$ cat src/rtl/daqo_arb_pkg.sv
// daqo_arb_pkg: shared definitions for the daqo record arbiter.
//   - 3-bit state encoding for the arbiter FSM
//   - default largest legal record length in 32-bit words (MAC frame limit)
package daqo_arb_pkg;

    typedef logic [2:0] state_t;

    localparam state_t StIdle    = 3'd0;
    localparam state_t StLen     = 3'd1;
    localparam state_t StCopy    = 3'd2;
    localparam state_t StDiscard = 3'd3;
    localparam state_t StCommit  = 3'd4;

    localparam int unsigned DefaultMaxLen = 375;

endpackage

$ cat src/rtl/daqo_arbiter_rr_pick.sv
// rr_pick: combinational round-robin priority encoder.
//   req_i   in   NumReq  request vector
//   last_i  in   GrantW  index granted last time
//   grant_o out  GrantW  first set request searching upward from last_i+1 (mod NumReq)
//   any_o   out  1       at least one request is set
module rr_pick #(
    parameter int unsigned NumReq = 4,
    parameter int unsigned GrantW = 2
) (
    input  logic [NumReq-1:0] req_i,
    input  logic [GrantW-1:0] last_i,
    output logic [GrantW-1:0] grant_o,
    output logic              any_o
);

    logic [GrantW-1:0] idx;

    // k runs 1..NumReq so the previous winner is considered last.
    always_comb begin
        grant_o = '0;
        any_o   = 1'b0;
        idx     = '0;
        for (int unsigned k = 1; k <= NumReq; k++) begin
            idx = GrantW'((32'(last_i) + k) % NumReq);
            if (!any_o && req_i[idx]) begin
                any_o   = 1'b1;
                grant_o = idx;
            end
        end
    end

endmodule

$ cat src/rtl/daqo_arbiter.sv
// daqo_arbiter: round-robin merge of NSRC producer record queues (length FIFO + data FIFO)
// into the single daqo length/data queue pair drained by the Ethernet MAC.
// A record's data words are all copied before its length is written, so the MAC never
// sees a length without its data. Zero-length and oversize records are dropped here.
//   clk, rst             clock, synchronous active-high reset
//   src_enable           per-source arbitration enable
//   src_len_ready        per-source length FIFO non-empty
//   src_len              FWFT length heads, source i at [i*LEN_BITS +: LEN_BITS]
//   src_len_rd_en        per-source length pop
//   src_data             FWFT data heads, source i at [i*32 +: 32]
//   src_data_rd_en       per-source data pop
//   daqo_data/_wr_en     MAC data queue write; daqo_data_full blocks it
//   daqo_len/_wr_en      MAC length queue write; daqo_len_full blocks it
//   drop_cnt             wrapping count of dropped records
//   grant_dbg            {state, grant}
module daqo_arbiter
    import daqo_arb_pkg::*;
#(
    parameter int unsigned NSRC     = 4,
    parameter int unsigned LEN_BITS = 9,
    parameter int unsigned MAX_LEN  = DefaultMaxLen
) (
    input  logic                       clk,
    input  logic                       rst,
    input  logic [NSRC-1:0]            src_enable,
    input  logic [NSRC-1:0]            src_len_ready,
    input  logic [NSRC*LEN_BITS-1:0]   src_len,
    output logic [NSRC-1:0]            src_len_rd_en,
    input  logic [NSRC*32-1:0]         src_data,
    output logic [NSRC-1:0]            src_data_rd_en,
    output logic [31:0]                daqo_data,
    output logic                       daqo_data_wr_en,
    input  logic                       daqo_data_full,
    output logic [LEN_BITS-1:0]        daqo_len,
    output logic                       daqo_len_wr_en,
    input  logic                       daqo_len_full,
    output logic [15:0]                drop_cnt,
    output logic [$clog2(NSRC)+2:0]    grant_dbg
);

    localparam int unsigned GW = $clog2(NSRC);
    localparam logic [LEN_BITS-1:0] MaxLenW = LEN_BITS'(MAX_LEN);
    localparam logic [LEN_BITS-1:0] OneW    = LEN_BITS'(1);

    state_t                state_q, state_d;
    logic [GW-1:0]         grant_q, grant_d;
    logic [GW-1:0]         last_q, last_d;
    logic [LEN_BITS-1:0]   len_q, len_d;
    logic [LEN_BITS-1:0]   remain_q, remain_d;
    logic [15:0]           drop_q, drop_d;

    logic [LEN_BITS-1:0]   len_arr [NSRC];
    logic [31:0]           data_arr [NSRC];
    logic [LEN_BITS-1:0]   head_len;

    logic [NSRC-1:0]       req;
    logic [GW-1:0]         pick_grant;
    logic                  pick_any;

    for (genvar i = 0; i < NSRC; i++) begin : g_unpack
        assign len_arr[i]  = src_len[i*LEN_BITS +: LEN_BITS];
        assign data_arr[i] = src_data[i*32 +: 32];
    end

    assign head_len = len_arr[grant_q];
    assign req      = src_len_ready & src_enable;

    rr_pick #(
        .NumReq (NSRC),
        .GrantW (GW)
    ) u_rr_pick (
        .req_i   (req),
        .last_i  (last_q),
        .grant_o (pick_grant),
        .any_o   (pick_any)
    );

    // Next-state logic.
    always_comb begin
        state_d  = state_q;
        grant_d  = grant_q;
        last_d   = last_q;
        len_d    = len_q;
        remain_d = remain_q;
        drop_d   = drop_q;
        unique case (state_q)
            StIdle: begin
                if (pick_any) begin
                    grant_d = pick_grant;
                    state_d = StLen;
                end
            end
            StLen: begin
                len_d    = head_len;
                remain_d = head_len;
                if (head_len == '0) begin
                    drop_d  = drop_q + 16'd1;
                    last_d  = grant_q;
                    state_d = StIdle;
                end else if (head_len > MaxLenW) begin
                    // Oversize data words still have to be drained from the source.
                    drop_d  = drop_q + 16'd1;
                    state_d = StDiscard;
                end else begin
                    state_d = StCopy;
                end
            end
            StCopy: begin
                if (!daqo_data_full) begin
                    remain_d = remain_q - OneW;
                    if (remain_q == OneW) begin
                        state_d = StCommit;
                    end
                end
            end
            StDiscard: begin
                remain_d = remain_q - OneW;
                if (remain_q == OneW) begin
                    last_d  = grant_q;
                    state_d = StIdle;
                end
            end
            StCommit: begin
                if (!daqo_len_full) begin
                    last_d  = grant_q;
                    state_d = StIdle;
                end
            end
            default: state_d = StIdle;
        endcase
    end

    // Strobes are gated by rst so they drop in the very cycle reset is applied.
    always_comb begin
        src_len_rd_en   = '0;
        src_data_rd_en  = '0;
        daqo_data       = '0;
        daqo_data_wr_en = 1'b0;
        daqo_len        = '0;
        daqo_len_wr_en  = 1'b0;
        if (!rst) begin
            unique case (state_q)
                StLen: begin
                    src_len_rd_en[grant_q] = 1'b1;
                end
                StCopy: begin
                    daqo_data = data_arr[grant_q];
                    if (!daqo_data_full) begin
                        src_data_rd_en[grant_q] = 1'b1;
                        daqo_data_wr_en         = 1'b1;
                    end
                end
                StDiscard: begin
                    src_data_rd_en[grant_q] = 1'b1;
                end
                StCommit: begin
                    daqo_len = len_q;
                    if (!daqo_len_full) begin
                        daqo_len_wr_en = 1'b1;
                    end
                end
                default: ;
            endcase
        end
    end

    always_ff @(posedge clk) begin
        if (rst) begin
            state_q  <= StIdle;
            grant_q  <= '0;
            last_q   <= GW'(NSRC - 1);
            len_q    <= '0;
            remain_q <= '0;
            drop_q   <= '0;
        end else begin
            state_q  <= state_d;
            grant_q  <= grant_d;
            last_q   <= last_d;
            len_q    <= len_d;
            remain_q <= remain_d;
            drop_q   <= drop_d;
        end
    end

    assign drop_cnt  = drop_q;
    assign grant_dbg = {state_q, grant_q};

endmodule

$ cat config.mk
export PLATFORM = sky130hd
export DESIGN_NAME = daqo_arbiter
export DESIGN_NICKNAME = d
export VERILOG_FILES = /design/src/rtl/daqo_arb_pkg.sv /design/src/rtl/daqo_arbiter_rr_pick.sv /design/src/rtl/daqo_arbiter.sv
export SDC_FILE = /design/constraint.sdc
export NUM_CORES = 1
export LEC_CHECK = 0
export ABC_AREA = 0
export BUFFER_PORTS_ARGS = -buffer_cell sky130_fd_sc_hd__buf_2
export CORE_AREA = 2 2 97 99
export CTS_CLUSTER_SIZE = 16
export DETAILED_ROUTE_END_ITERATION = 7
export DIE_AREA = 0 0 99 101
export PLACE_DENSITY = 0.89
export RECOVER_POWER = 50
export SLEW_MARGIN = 20
export SYNTH_ARGS = -nofsm -noshare
export SYNTH_HDL_FRONTEND = slang
export SYNTH_SLANG_ARGS = --single-unit
$ cat constraint.sdc
create_clock -name clk -period 6.46 [get_ports clk]
set_clock_uncertainty 0.1 [all_clocks]
set_input_delay 0.969 -clock clk [delete_from_list [all_inputs] [get_ports clk]]
set_output_delay 0.969 -clock clk [all_outputs]
set_load 0.02 [all_outputs]
# Yosys cells after proc, flatten, opt, wreduce, memory -nomap -nowiden

Cells that the tools add are included.

Add/sub/neg operators: 6
Muxes and demuxes: 55
Reduce and logical (&&, ||, !) cells: 17
$lt $le $gt $ge: 8
Equality and inequality tests: 11
Bitwise operators: 2

Operators by type and width:

| kind                                                                 | count |
|---|---|
| 32-bit 2-to-1 mux                                                    | 4 |
| 32-bit binary-select mux with 2-bit select                           | 1 |
| 9-bit 2-to-1 mux                                                     | 5 |
| 16-bit 2-to-1 mux                                                    | 2 |
| 9-bit case mux with 3 select lines                                   | 1 |
| 9-bit binary-select mux with 2-bit select                            | 1 |
| 16-bit by 1-bit adder with 16-bit output, second input constant      | 1 |
| 1-bit 2-to-1 mux                                                     | 16 |
| 2-bit 2-to-1 mux                                                     | 8 |
| 4-bit 2-to-1 mux                                                     | 4 |
| 2-bit by 3-bit < comparator with 1-bit output, second input constant | 5 |
| 3-bit 2-to-1 mux                                                     | 5 |
| 3-bit case mux with 5 select lines                                   | 1 |
| 2-bit != test, second input constant                                 | 6 |
| 9-bit by 1-bit == test with 1-bit output, second input constant      | 1 |
| 9-bit greater-than comparator, second input constant                 | 1 |
| 9-bit zero test                                                      | 1 |
| 9-bit by 1-bit subtractor with 9-bit output, second input constant   | 1 |
| 1-bit binary-select mux with 2-bit select                            | 4 |
| 4-bit case mux with 2 select lines                                   | 1 |
| 3-bit by 2-bit == test with 1-bit output, second input constant      | 2 |
| 2-bit case mux with 3 select lines                                   | 1 |
| 2-bit AND reduction                                                  | 3 |
| 3-bit nonzero test                                                   | 2 |
| other kinds (15)                                                     | 22 |

Register bits after elaboration: 41
Word-level logic and storage cells: 105

# Longest topological paths before layout

Gate-level depths: netlist (run 1).

Depth in word-level cells: 15
Mapped depth: 8
Mapped depth without buffers: 6

# Cells and area by module

Synthesis (run 1) repeated with hierarchy kept, for this count alone.

Cells, all modules: 384
Area total of the unflattened synthesis: 3485.8 sq um

By module, submodules not included:

| module       | area each (sq um) | cells an instance | instances | sequential area each (sq um) |
|---|---|---|---|---|
| daqo_arbiter | 3394.5            | 370               | 1         | 820.8 |
| rr_pick      | 91.3              | 14                | 1         | 0.0 |

# Worst setup path after synthesis (run 1)

Ideal clock, no wire load.

Path kind: register -> output
From: register grant_q[0]
To: output port daqo_data[10]
Buffers on the path: 3
Cell stages (with the launch flop): 6
Setup slack: 3.143 ns
Data arrival time: 2.248 ns
Cell sequence: dfxtp_1 > buf_6 > buf_1 > buf_2 > mux4_2 > nor2b_1

Cells in the longest elaborated chain, start to end: 6

RTL lines:

| element                                              | RTL line            | text |
|---|---|---|
| start: declaration                                   | daqo_arbiter.sv:46  | `logic [GW-1:0] grant_q, grant_d;` |
| start signal: assignment                             | daqo_arbiter.sv:177 | `grant_q <= grant_d;` |
| 2-bit NOT with 3-bit output (not written as such)    | daqo_arbiter.sv:147 | `daqo_data = data_arr[grant_q];` |
| 32-bit binary-select mux with 2-bit select           | daqo_arbiter.sv:147 |  |
| 32-bit 2-to-1 mux (not written as such) (2 in a row) | daqo_arbiter.sv:147 |  |
| 32-bit 2-to-1 mux                                    | daqo_arbiter.sv:142 | `unique case (state_q)` |
| 32-bit 2-to-1 mux                                    | daqo_arbiter.sv:141 | `if (!rst) begin` |
| end: declaration                                     | daqo_arbiter.sv:31  | `output logic [31:0] daqo_data,` |

No other way between the ends. The select of a mux whose other input is x is not followed.

# Worst setup path in the final report (run 1)

From: register grant_q[1]
To: register drop_q[14] (netlist: drop_cnt[14])

Cells in the longest elaborated chain, start to end: 7

RTL lines:

| element                                                                 | RTL line                                | text |
|---|---|---|
| 2-bit NOT with 3-bit output (not written as such) *                     | daqo_arbiter.sv:65                      | `assign head_len = len_arr[grant_q];` |
| 9-bit binary-select mux with 2-bit select *                             | daqo_arbiter.sv:65                      |  |
| 9-bit 2-to-1 mux (not written as such) * (2 in a row)                   | daqo_arbiter.sv:65                      |  |
| 9-bit greater-than comparator / 9-bit zero test (equally long branches) | daqo_arbiter.sv:100, daqo_arbiter.sv:96 |  |
| 2-bit nonzero test (no line)                                            | --                                      |  |
| 2-bit AND reduction (no line)                                           | --                                      |  |
| end signal: assignment                                                  | daqo_arbiter.sv:181                     | `drop_q <= drop_d;` |
| end: declaration                                                        | daqo_arbiter.sv:50                      | `logic [15:0] drop_q, drop_d;` |

Every way passes the cells marked *; elsewhere a longest branch is shown, timed or not. The select of a mux whose other input is x is not followed.
A chain may end at the register's enable or synchronous reset.

==> results of run 1 <==
## layout by cell type (no fill, tap or decap), types with 3 or more instances in the layout
| cell type | instances |
|---|---|
| nor3_1 | 12 |
| a21oi_1 | 21 |
| clkbuf_1 | 31 |
| and2_1 | 9 |
| inv_1 | 9 |
| buf_2 | 218 |
| clkbuf_8 | 6 |
| nand2_1 | 43 |
| a211oi_1 | 6 |
| diode_2 | 4 |
| nor3b_1 | 3 |
| a2111oi_2 | 5 |
| nor2b_1 | 36 |
| dfxtp_1 | 39 |
| a41o_1 | 3 |
| mux4_1 | 3 |
| xnor2_1 | 11 |
| mux4_2 | 38 |
| a22oi_1 | 5 |
| nand3_1 | 9 |
| nor2_1 | 39 |
| a22o_1 | 4 |
| ha_1 | 3 |
| nand2b_1 | 4 |
| o21ai_0 | 12 |
| nor4_1 | 4 |
## registers in the layout, indices dropped and copies added (netlist names)
signal    count
grant_q       2
remain_q      9
drop_cnt     16
state_q       3
last_q        2
len_q         9
## cell families (layout without fill, tap and decap cells)
| kind of cell | after synthesis | count (layout) | share of synthesized area |
|---|---|---|---|
| mux | 44 | 44 | 0.277 |
| flops | 41 | 41 | 0.235 |
| buf+inv | 38 | 266 | 0.0467 |
| simple gates | 170 | 170 | 0.247 |
| xor+xnor | 11 | 11 | 0.0276 |
| compound gates | 72 | 72 | 0.156 |
| other cells | 0 | 4 | 0 |
| fa+ha+maj | 3 | 3 | 0.0108 |
## per-stage QoR
stage / cells / hold slack [ns] / util / total power (W) / setup slack [ns]
6_report: 722 / 0.352 / 0.535 / 0.00149 / 1.64
5_1_grt: 722 / 0.378 / 0.535 / 0.00160 / 1.29
4_1_cts: 718 / 0.352 / 0.540 / 0.00149 / 2.36
3_5_place_dp: 711 / 0.343 / 0.530 / 0.00132 / 2.37
3_3_place_gp: 711 / 0.344 / 0.530 / 0.00130 / 2.54
2_1_floorplan: 379 / 0.332 / - / 0.00107 / 3.14
## cell type report
class	instances	share of cell area
Sequential cell	41	0.171
Tap cell	111	0.0289
Inverter	9	0.00703
Multi-Input combinational cell	300	0.519
Clock buffer	7	0.0180
Timing Repair Buffer	250	0.254
Antenna cell	4	0.00208
## critical path, stage by stage, from the launching register on
cell,delay [ns]
dfxtp_2,0.31
clkbuf_1,1.71
mux4_2,0.52
nor4_1,0.32
nand3_1,0.60
a21oi_1,0.70
a41o_1,0.25
a21oi_1,0.06
## worst paths after layout
check / from / endpoint / slack, ns / cells past startpoint
worst max-delay path: grant_q[1]$_SDFFE_PP0P_ / drop_cnt[14]$_SDFFE_PP0P_ / 1.64 / 7
worst min register to register: len_q[8]$_SDFFE_PP0N_ / len_q[8]$_SDFFE_PP0N_ / 0.35 / 2
worst max register to register: grant_q[1]$_SDFFE_PP0P_ / drop_cnt[14]$_SDFFE_PP0P_ / 1.64 / 7
worst min-delay path: len_q[8]$_SDFFE_PP0N_ / len_q[8]$_SDFFE_PP0N_ / 0.35 / 2
## power groups by stage
stage	Clock [W]	Sequential (W)	Combinational, W
after CTS	0.000170	0.000381	0.000942
after floorplan	0	0.000375	0.000698
after global placement	0	0.000380	0.000918
final	0.000169	0.000383	0.000942
after global routing	0.000181	0.000393	0.00103
after detailed placement	0	0.000385	0.000934
## metal layers
layer | share of wire | vias up
li1 | - | 1869
met1 | 0.37 | 1963
met2 | 0.52 | 199
met3 | 0.077 | 23
met4 | 0.022 | 4
met5 | 0.0020 | -
==> summary.md, run 1 <==
| Metric | Value |
|---|---|
| CTS Buf Count | `5` |
| Post-synthesis async set-or-reset flop share | `0` |
| Post-synth EDFFs | `0` |
| Number of nets in the layout | `786` |
| Initial Util | `0.388` |
| # DRC | `0` |
| Yosys reg bits | `41` |
| Grt peak-use layer | `met2` |
| CTS tree | `built` |
| Worst Max-Slew Pin Slew | `2.43 ns` |
| Critical Path RT | `about 6.5 ns` |
| Reg power frac | `0.256` |
| Internal | `0.000812 W` |
| Global placement routability congestion | `between 0.9 and 1` |
| First-pass GRT wire length | `20.4 mm` |
| Crit. End Element | `register` |
| Rel. slew slack | `-0.623` |
| Routed wire length | `13.7 mm` |
| Seq. cell area | `823 um2` |
| Mapped cell area | `about 0.0035 mm2` |
| Ys Warns | `0` |
| Number of max-cap violations | `2` |
| Synth top area share | `0.246` |
| Die ar. | `about 0.01 mm2` |
| Synth-to-layout area growth | `37.8%` |
| CTS Sinks | `41` |
| Pre-antenna DRT Iters | `5` |
| Largest net degree at the start of global routing | `52` |
| Synth Area per Inst | `between 9 and 10 um2` |
| Top cells by area, synth | `mux4_2 (25%), dfxtp_1 (24%), nor2b_1 (6.5%)` |
| Clk pwr share | `0.113` |
| Via Count | `4058` |
| Comb power frac | `0.631` |
| Met3 Usage GRT | `0.0624` |
| Clk root buf | `clkbuf_8` |
| Area of the multi-input gates | `0.00249 mm2` |
| Clock tree buffer depth | `2` |
| Die height | `101 um` |
| CP startpoint kind | `register` |
| Worst skew pair latency | `around 0.30 ns` |
| Failing checks | `capacitance limit, slew limit` |
| Post-synth top flop | `dfxtp_1` |
| Switching power | `~0.0007 W` |
| Drt initial violations | `255` |
| Ratio of cells with drive above 1 in the final layout | `0.453` |
| IR drop worst, VDD | `about 0.00015 V` |
| Slew Viols, Final | `102` |
| Synthesized instance count | `around 380` |
| Clk slew on worst S/H paths | `around 0.080 ns` |
| Vias in the first global route | `3923` |
| Met1 Track Usage GR | `0.312` |
| Initial antenna violation count | `6` |
| Port buffer count | `~250` |
| Count of final setup violators | `0` |
| Post-DP HPWL | `~11 mm` |
| Fmax | `0.208 GHz` |
| Final instance area | `0.00480 mm2` |
| Largest area contributor in the netlist | `mux4_2` |
| Max H-tree Level | `2` |
| Final Critical Period | `a little under 5 ns` |
| Status | `complete, but fails checks` |
| Most frequent cell after synthesis | `nand2_1` |
| Filler Cell Count | `826` |
| Total global routing overflow | `0` |
| WL/cell | `18.9 um` |
| Switching power share of the total | `0.456` |
| # hold bufs at CTS | `0` |
| Detail Route Antenna Nets | `0` |
| Core area | `0.00898 mm2` |
| Cells resized by post-CTS repair | `0` |
| DP Area | `0.00476 mm2` |
| Pleak | `2.02 nW` |
| HP Class | `reg -> reg` |
| Post-synthesis cell type count | `49` |
| RSZ-0062 raised after global routing | `false` |
| Critical path class | `reg -> reg` |
| Synthesized net count | `558` |
| Sequential area share after synthesis | `0.235` |
| All-Layer GR Usage | `0.263` |
| Endpoints failing hold | `0` |
| Die W | `99 um` |
| I/O pin cnt | `about 250` |
| Critical Path AT | `4.80 ns` |
| List of most frequent post-synthesis cells | `nand2_1 (43), dfxtp_1 (41), nor2_1 (39), mux4_2 (38), nor2b_1 (36)` |
| Setup TNS | `0 ns` |
| Pwr/cell area | `311 mW/mm2` |
| Post-CTS Setup Bufs | `0` |
| Avg Vias per Cell | `between 5 and 6` |
| Crit Path Max Fanout | `49` |
| Site Rows | `35` |
| Crit share post-route | `0.745` |
| Met2 usage | `0.468` |
Note: power is estimated with default switching activity, not from simulation.
==> run 2: changes to the inputs <==
--- a/config.mk
+++ b/config.mk
@@ -7,11 +7,10 @@
 export LEC_CHECK = 0
 export ABC_AREA = 0
 export BUFFER_PORTS_ARGS = -buffer_cell sky130_fd_sc_hd__buf_2
-export CORE_AREA = 2 2 97 99
+export CORE_UTILIZATION = 38
 export CTS_CLUSTER_SIZE = 16
 export DETAILED_ROUTE_END_ITERATION = 7
-export DIE_AREA = 0 0 99 101
-export PLACE_DENSITY = 0.89
+export PLACE_DENSITY = 0.9
 export RECOVER_POWER = 50
 export SLEW_MARGIN = 20
 export SYNTH_ARGS = -nofsm -noshare
==> constraint.sdc (replaced) <==
create_clock -name clk -period 4 [get_ports clk]
set_clock_uncertainty 0.1 [all_clocks]
set_input_delay 0.6 -clock clk [delete_from_list [all_inputs] [get_ports clk]]
set_output_delay 0.6 -clock clk [all_outputs]
set_load 0.02 [all_outputs]
==> summary.md, run 2 (same netlist as run 1, synthesis figures left out) <==
| Metric | Value |
|---|---|
| Most common cell after layout, fill and taps aside | `buf_2 (unchanged)` |
| Filler Cell Count | `829 (was 826)` |
| CTS Buf Count | `5 (unchanged)` |
| Die W | `97.8 um (was 99 um)` |
| Global placement routability congestion | `1.01 (was 0.946)` |
| Fmax | `0.287 GHz` |
| Drt initial violations | `265 (was 255)` |
| Synth-to-layout area growth | `37.0% (was 37.8%)` |
| Via Count | `4062 (was 4058)` |
| Worst skew pair latency | `0.30 ns (about the same)` |
| # hold bufs at CTS | `0 (unchanged)` |
| Detail Route Antenna Nets | `0 (unchanged)` |
| CP Capture Point | `daqo_data[6] (was drop_cnt[14]$_SDFFE_PP0P_)` |
| CP startpoint kind | `register (unchanged)` |
| Placed Cells | `711 (unchanged)` |
| Final setup margin | `0.515 ns (was 1.64 ns)` |
| Critical path class | `reg -> out (was reg -> reg)` |
| Worst R2R Path Depth | `6 (was 7)` |
| Pleak | `2.08 nW (was 2.02 nW)` |
| Crit Path Max Fanout | `38 (was 49)` |
| WL/cell | `19.6 um (was 18.9 um)` |
| Status | `complete, but fails checks (unchanged)` |
| Slew Viols, Final | `0 (was 102)` |
| Critical Path AT | `2.79 ns (was 4.80 ns)` |
| Setup TNS | `0 ns (unchanged)` |
| RSZ-0062 raised after global routing | `false (unchanged)` |
| Die height | `97.8 um (was 101 um)` |
| # DRC | `16 (was 0)` |
| HP Class | `reg -> reg (unchanged)` |
| Routed wire length | `14.1 mm (was 13.7 mm)` |
| Count of final setup violators | `0 (unchanged)` |
| Worst Max-Slew Pin Slew | `1.30 ns (was 2.43 ns)` |
| Number of max-cap violations | `0 (was 2)` |
| Crit share post-route | `0.871` |
| Endpoints failing hold | `0 (unchanged)` |
| Post-CTS Setup Bufs | `0 (unchanged)` |
| Clk slew on worst S/H paths | `0.07 ns (was 0.08 ns)` |
| Worst Setup SP | `grant_q[0]$_SDFFE_PP0P_ (was grant_q[1]$_SDFFE_PP0P_)` |
| Initial antenna violation count | `2 (was 6)` |
| Clk root buf | `clkbuf_8 (unchanged)` |
| Initial Util | `0.396 (was 0.388)` |
| Rel. slew slack | `0.136 (was -0.623)` |
| Non-filler cells, final | `721 (was 722)` |
| Critical Path RT | `3.30 ns (was 6.45 ns)` |
| Clock tree buffer depth | `2 (unchanged)` |
| Site Rows | `34 (was 35)` |
| Post-DP HPWL | `11.7 mm (was 11.1 mm)` |
| Vias in the first global route | `4159 (was 3923)` |
| I/O pin cnt | `248 (unchanged)` |
| Setup WS pre-CTS | `0.977 ns (was 2.37 ns)` |
| Pwr/cell area | `501 mW/mm2 (was 311 mW/mm2)` |
| Die ar. | `0.00956 mm2 (was 0.0100 mm2)` |
| First-pass GRT wire length | `22.1 mm (was 20.4 mm)` |
| Ratio of cells with drive above 1 in the final layout | `0.457 (was 0.453)` |
| Core area | `0.00881 mm2 (was 0.00898 mm2)` |
| Crit. End Element | `primary output (was register)` |
| IR drop worst, VDD | `0.000193 V (was 0.000152 V)` |
| Total global routing overflow | `0 (unchanged)` |
| Max reg flops | `16 (unchanged)` |
| CTS Sinks | `41 (unchanged)` |
| Pre-antenna DRT Iters | `8 (was 5)` |
| RR Startpoint | `grant_q[1]$_SDFFE_PP0P_ (unchanged)` |
| Commonest cells after routing, fill and taps aside | `buf_2 (227), nand2_1 (43), dfxtp_1 (40) (was buf_2 (218), nand2_1 (43), nor2_1 (39), dfxtp_1 (39), mux4_2 (38))` |
| Largest net degree at the start of global routing | `51 (was 52)` |
| Final Critical Period | `3.49 ns` |
| Port buffer count | `247 (unchanged)` |
| Failing checks | `DRC (was capacitance limit, slew limit)` |
| All-Layer GR Usage | `0.297 (was 0.263)` |
| Cells resized by post-CTS repair | `0 (unchanged)` |
| Avg Vias per Cell | `5.63 (was 5.62)` |
| Max H-tree Level | `2 (unchanged)` |
| Number of nets in the layout | `789 (was 786)` |
| CTS tree | `built (unchanged)` |
| R2r endpoint | `drop_cnt[7]$_SDFFE_PP0P_ (was drop_cnt[14]$_SDFFE_PP0P_)` |
| Reg-to-reg slack, setup | `0.82 ns (was 1.64 ns)` |
## run 2: cell types whose count changed in the layout (fill, tap and decap cells not counted), sizes merged
cell / before / now
buf: 220 / 231
clkbuf: 37 / 29
diode: 4 / 3
## run 2: where the power goes
part | leakage [nW] | internal [W] | total [W] | switching, W
Sequential | 0.335 | 0.000511 | 0.000654 | 0.000143
Combinational | 1.70 | 0.000656 | 0.00147 | 0.000810
Clock | 0.0443 | 0.000137 | 0.000273 | 0.000137
## run 2: routing by layer
metal,track usage,vias to the layer above,share of wire
met5,0,-,0.00092
met4,0.0909,2,0.022
met3,0.0866,27,0.10
met2,0.524,229,0.50
met1,0.347,1926,0.37
li1,-,1878,-
## run 2: critical path, cell delays in order, from the launching register on
cell and delay [ns]:
dfxtp_4 0.47, clkbuf_2 1.00, mux4_2 0.64, nor2b_1 0.15, buf_2 0.21
## run 2: final cells by class
class	instances	area, um2	share of cell area
sequential	41	825	0.173
inverter	9	33.8	0.00708
tap	108	135	0.0283
clock buffer	7	86.3	0.0181
antenna	3	7.51	0.00157
timing repair buffer	253	1250	0.262
multi-input combinational	300	2440	0.510
## run 2: per-stage QoR
stage                      util  cell area [um2]  hold slack, ns  total power, W
final                     0.542             4770           0.352         0.00239
after floorplan               -             3490           0.332         0.00173
after global routing      0.541             4770           0.379         0.00257
after detailed placement  0.543             4780           0.346         0.00213
after CTS                 0.552             4860           0.357         0.00241
after global placement    0.543             4780           0.340         0.00209
## run 2: how the worst min path moves through the flow
stage / start / endpoint / cells past startpoint
4_1_cts: len_q[0]$_SDFFE_PP0N_ / len_q[0]$_SDFFE_PP0N_ / 2
6_report: len_q[0]$_SDFFE_PP0N_ / len_q[0]$_SDFFE_PP0N_ / 2
5_1_grt: len_q[1]$_SDFFE_PP0N_ / len_q[1]$_SDFFE_PP0N_ / 2
3_5_place_dp: len_q[0]$_SDFFE_PP0N_ / len_q[0]$_SDFFE_PP0N_ / 2
3_3_place_gp: len_q[8]$_SDFFE_PP0N_ / len_q[8]$_SDFFE_PP0N_ / 2
2_1_floorplan: len_q[0]$_SDFFE_PP0N_ / len_q[0]$_SDFFE_PP0N_ / 2
==> run 3: changes to the inputs <==
--- a/config.mk
+++ b/config.mk
@@ -7,6 +7,7 @@
 export LEC_CHECK = 0
 export ABC_AREA = 0
 export BUFFER_PORTS_ARGS = -buffer_cell sky130_fd_sc_hd__buf_2
+export CORE_ASPECT_RATIO = 2
 export CORE_UTILIZATION = 38
 export CTS_CLUSTER_SIZE = 16
 export DETAILED_ROUTE_END_ITERATION = 7
==> summary.md, run 3 (same netlist as run 1, synthesis figures left out) <==
| Metric | Value |
|---|---|
| Pleak | `2.09 nW (was 2.08 nW)` |
| Count of final setup violators | `0 (unchanged)` |
| Via Count | `4132 (was 4062)` |
| Crit share post-route | `0.847 (was 0.871)` |
| Endpoint with the worst hold slack | `len_q[3]$_SDFFE_PP0N_ (was len_q[0]$_SDFFE_PP0N_)` |
| Commonest cells after routing, fill and taps aside | `buf_2 (223), nand2_1 (43), dfxtp_1 (40) (was buf_2 (227), nand2_1 (43), dfxtp_1 (40))` |
| Cells resized by post-CTS repair | `0 (unchanged)` |
| Drt initial violations | `370 (was 265)` |
| IR drop worst, VDD | `0.000259 V (was 0.000193 V)` |
| Die W | `69.7 um (was 97.8 um)` |
| Avg Vias per Cell | `5.80 (was 5.63)` |
| Most common cell after layout, fill and taps aside | `buf_2 (unchanged)` |
| First-pass GRT wire length | `21.5 mm (was 22.1 mm)` |
| DP Area | `0.00476 mm2 (was 0.00478 mm2)` |
| Critical Path RT | `4.07 ns (was 3.30 ns)` |
| Max reg flops | `16 (unchanged)` |
| Port buffer count | `247 (unchanged)` |
| CP cell instances | `mux4_2 > nor4_1 > nand3_1 > a21oi_1 > mux2i_1 > nor2_1 (was clkbuf_2 > mux4_2 > nor2b_1 > buf_2)` |
| Post-DP HPWL | `12.2 mm (was 11.7 mm)` |
| Post-CTS Setup Bufs | `0 (unchanged)` |
| CP Buf/Inv Count | `0 (was 2)` |
| Die ar. | `0.00958 mm2 (was 0.00956 mm2)` |
| Initial antenna violation count | `2 (unchanged)` |
| Ratio of cells with drive above 1 in the final layout | `0.461 (was 0.457)` |
| Clk slew on worst S/H paths | `0.06 ns (was 0.07 ns)` |
| Crit. End Element | `register (was primary output)` |
| RR Startpoint | `grant_q[1]$_SDFFE_PP0P_ (unchanged)` |
| Family with the most delay on the worst path | `simple AND/OR/NAND/NOR gates (was buffers and inverters)` |
| Clock tree buffer depth | `2 (unchanged)` |
| Worst path max stage delay | `0.76 ns (was 1.00 ns)` |
| Rel. slew slack | `0.0792 (was 0.136)` |
| Site Rows | `49 (was 34)` |
| CTS Sinks | `41 (unchanged)` |
| Worst R2R Path Depth | `6 (unchanged)` |
| Global placement routability congestion | `0.947 (was 1.01)` |
| RSZ-0062 raised after global routing | `false (unchanged)` |
| Core area | `0.00895 mm2 (was 0.00881 mm2)` |
| I/O pin cnt | `248 (unchanged)` |
| # DRC | `0 (was 16)` |
| R2r endpoint | `drop_cnt[1]$_SDFFE_PP0P_ (was drop_cnt[7]$_SDFFE_PP0P_)` |
| Pwr/cell area | `528 mW/mm2 (was 501 mW/mm2)` |
| Worst Max-Slew Pin Slew | `1.38 ns (was 1.30 ns)` |
| Setup TNS | `0 ns (unchanged)` |
| Worst skew pair latency | `0.29 ns (was 0.30 ns)` |
| Detail Route Antenna Nets | `0 (unchanged)` |
| Final Critical Period | `3.39 ns (was 3.49 ns)` |
| Critical Path AT | `3.46 ns (was 2.79 ns)` |
| Synth-to-layout area growth | `39.5% (was 37.0%)` |
| Fmax | `0.295 GHz (was 0.287 GHz)` |
| Endpoints failing hold | `0 (unchanged)` |
| Slowest stage cell on the critical path | `dfxtp_1 (was clkbuf_2)` |
| Status | `finished, final reports clean (was complete, but fails checks)` |
| Final instance area | `0.00486 mm2 (was 0.00477 mm2)` |
| Crit Path Max Fanout | `16 (was 38)` |
| # hold bufs at CTS | `0 (unchanged)` |
| WL/cell | `20.5 um (was 19.6 um)` |
| Total global routing overflow | `0 (unchanged)` |
| Pre-antenna DRT Iters | `5 (was 8)` |
| CP startpoint kind | `register (unchanged)` |
| Initial Util | `0.389 (was 0.396)` |
| Number of max-cap violations | `0 (unchanged)` |
| Reg-to-reg slack, setup | `0.61 ns (was 0.82 ns)` |
| All-Layer GR Usage | `0.297 (about the same)` |
| Largest net degree at the start of global routing | `36 (was 51)` |
| Clk root buf | `clkbuf_16 (was clkbuf_8)` |
| HP Start | `len_q[3]$_SDFFE_PP0N_ (was len_q[0]$_SDFFE_PP0N_)` |
| Max H-tree Level | `2 (unchanged)` |
| CTS tree | `built (unchanged)` |
| Vias in the first global route | `4032 (was 4159)` |
| Total chip power | `0.00257 W (was 0.00239 W)` |
| Routed wire length | `14.6 mm (was 14.1 mm)` |
| Critical path class | `reg -> reg (was reg -> out)` |
| Hold Crit Depth | `2 (unchanged)` |
| Number of nets in the layout | `788 (was 789)` |
| HP Class | `reg -> reg (unchanged)` |
| Die height | `137 um (was 97.8 um)` |
| CTS Buf Count | `5 (unchanged)` |
| Slew Viols, Final | `0 (unchanged)` |
run 3: how the worst max path moves through the flow:
stage                                        from                  endpoint  slack [ns]  depth (start not counted)
after floorplan           grant_q[0]$_SDFFE_PP0P_             daqo_data[10]        1.05                          5
after global placement                src_len[32]  drop_cnt[7]$_SDFFE_PP0P_         1.0                          7
after detailed placement              src_len[32]  drop_cnt[1]$_SDFFE_PP0P_        0.91                          7
after CTS                 grant_q[0]$_SDFFE_PP0P_             daqo_data[29]        0.83                          4
after global routing      grant_q[1]$_SDFFE_PP0P_  drop_cnt[1]$_SDFFE_PP0P_        0.47                          6
final                     grant_q[1]$_SDFFE_PP0P_  drop_cnt[1]$_SDFFE_PP0P_        0.61                          6
run 3: routing by layer:
metal,track usage,routed length (um)
met2,0.515,7140
met5,0,0
met3,0.0607,1540
met1,0.376,5680
met4,0.0789,221
run 3: cell type report:
| type | count | area [um2] |
|---|---|---|
| Fill cell | 837 | 4090 |
| Multi-Input combinational cell | 300 | 2470 |
| Timing Repair Buffer | 252 | 1240 |
| Sequential cell | 41 | 822 |
| Tap cell | 102 | 128 |
| Clock buffer | 5 | 125 |
| Clock inverter | 2 | 35.0 |
| Inverter | 9 | 33.8 |
| Antenna cell | 1 | 2.50 |
run 3: through the flow:
stage                     instances  hold WS [ns]  setup slack (ns)  utilization
after floorplan                 379         0.332              1.05            -
after detailed placement        704         0.345             0.912        0.532
after global placement          704         0.339             0.997        0.532
after global routing            711         0.372             0.468        0.543
after CTS                       711         0.353             0.832        0.550
final                           712         0.352             0.611        0.543
run 3: power by group:
part | switching (W) | total, W | internal, W | leakage (nW)
clock | 0.000163 | 0.000453 | 0.000290 | 0.0797
combinational | 0.000803 | 0.00145 | 0.000651 | 1.68
sequential | 0.000149 | 0.000659 | 0.000510 | 0.334
total | 0.00112 | 0.00257 | 0.00145 | 2.09
run 3: tightest hold or removal path, delay by kind of cell, from the launching register on:
kind	cells	cell delay, ns
AOI/OAI and AO/OA	1	0.05
DFF	1	0.30
and+or+nand+nor	1	0.05
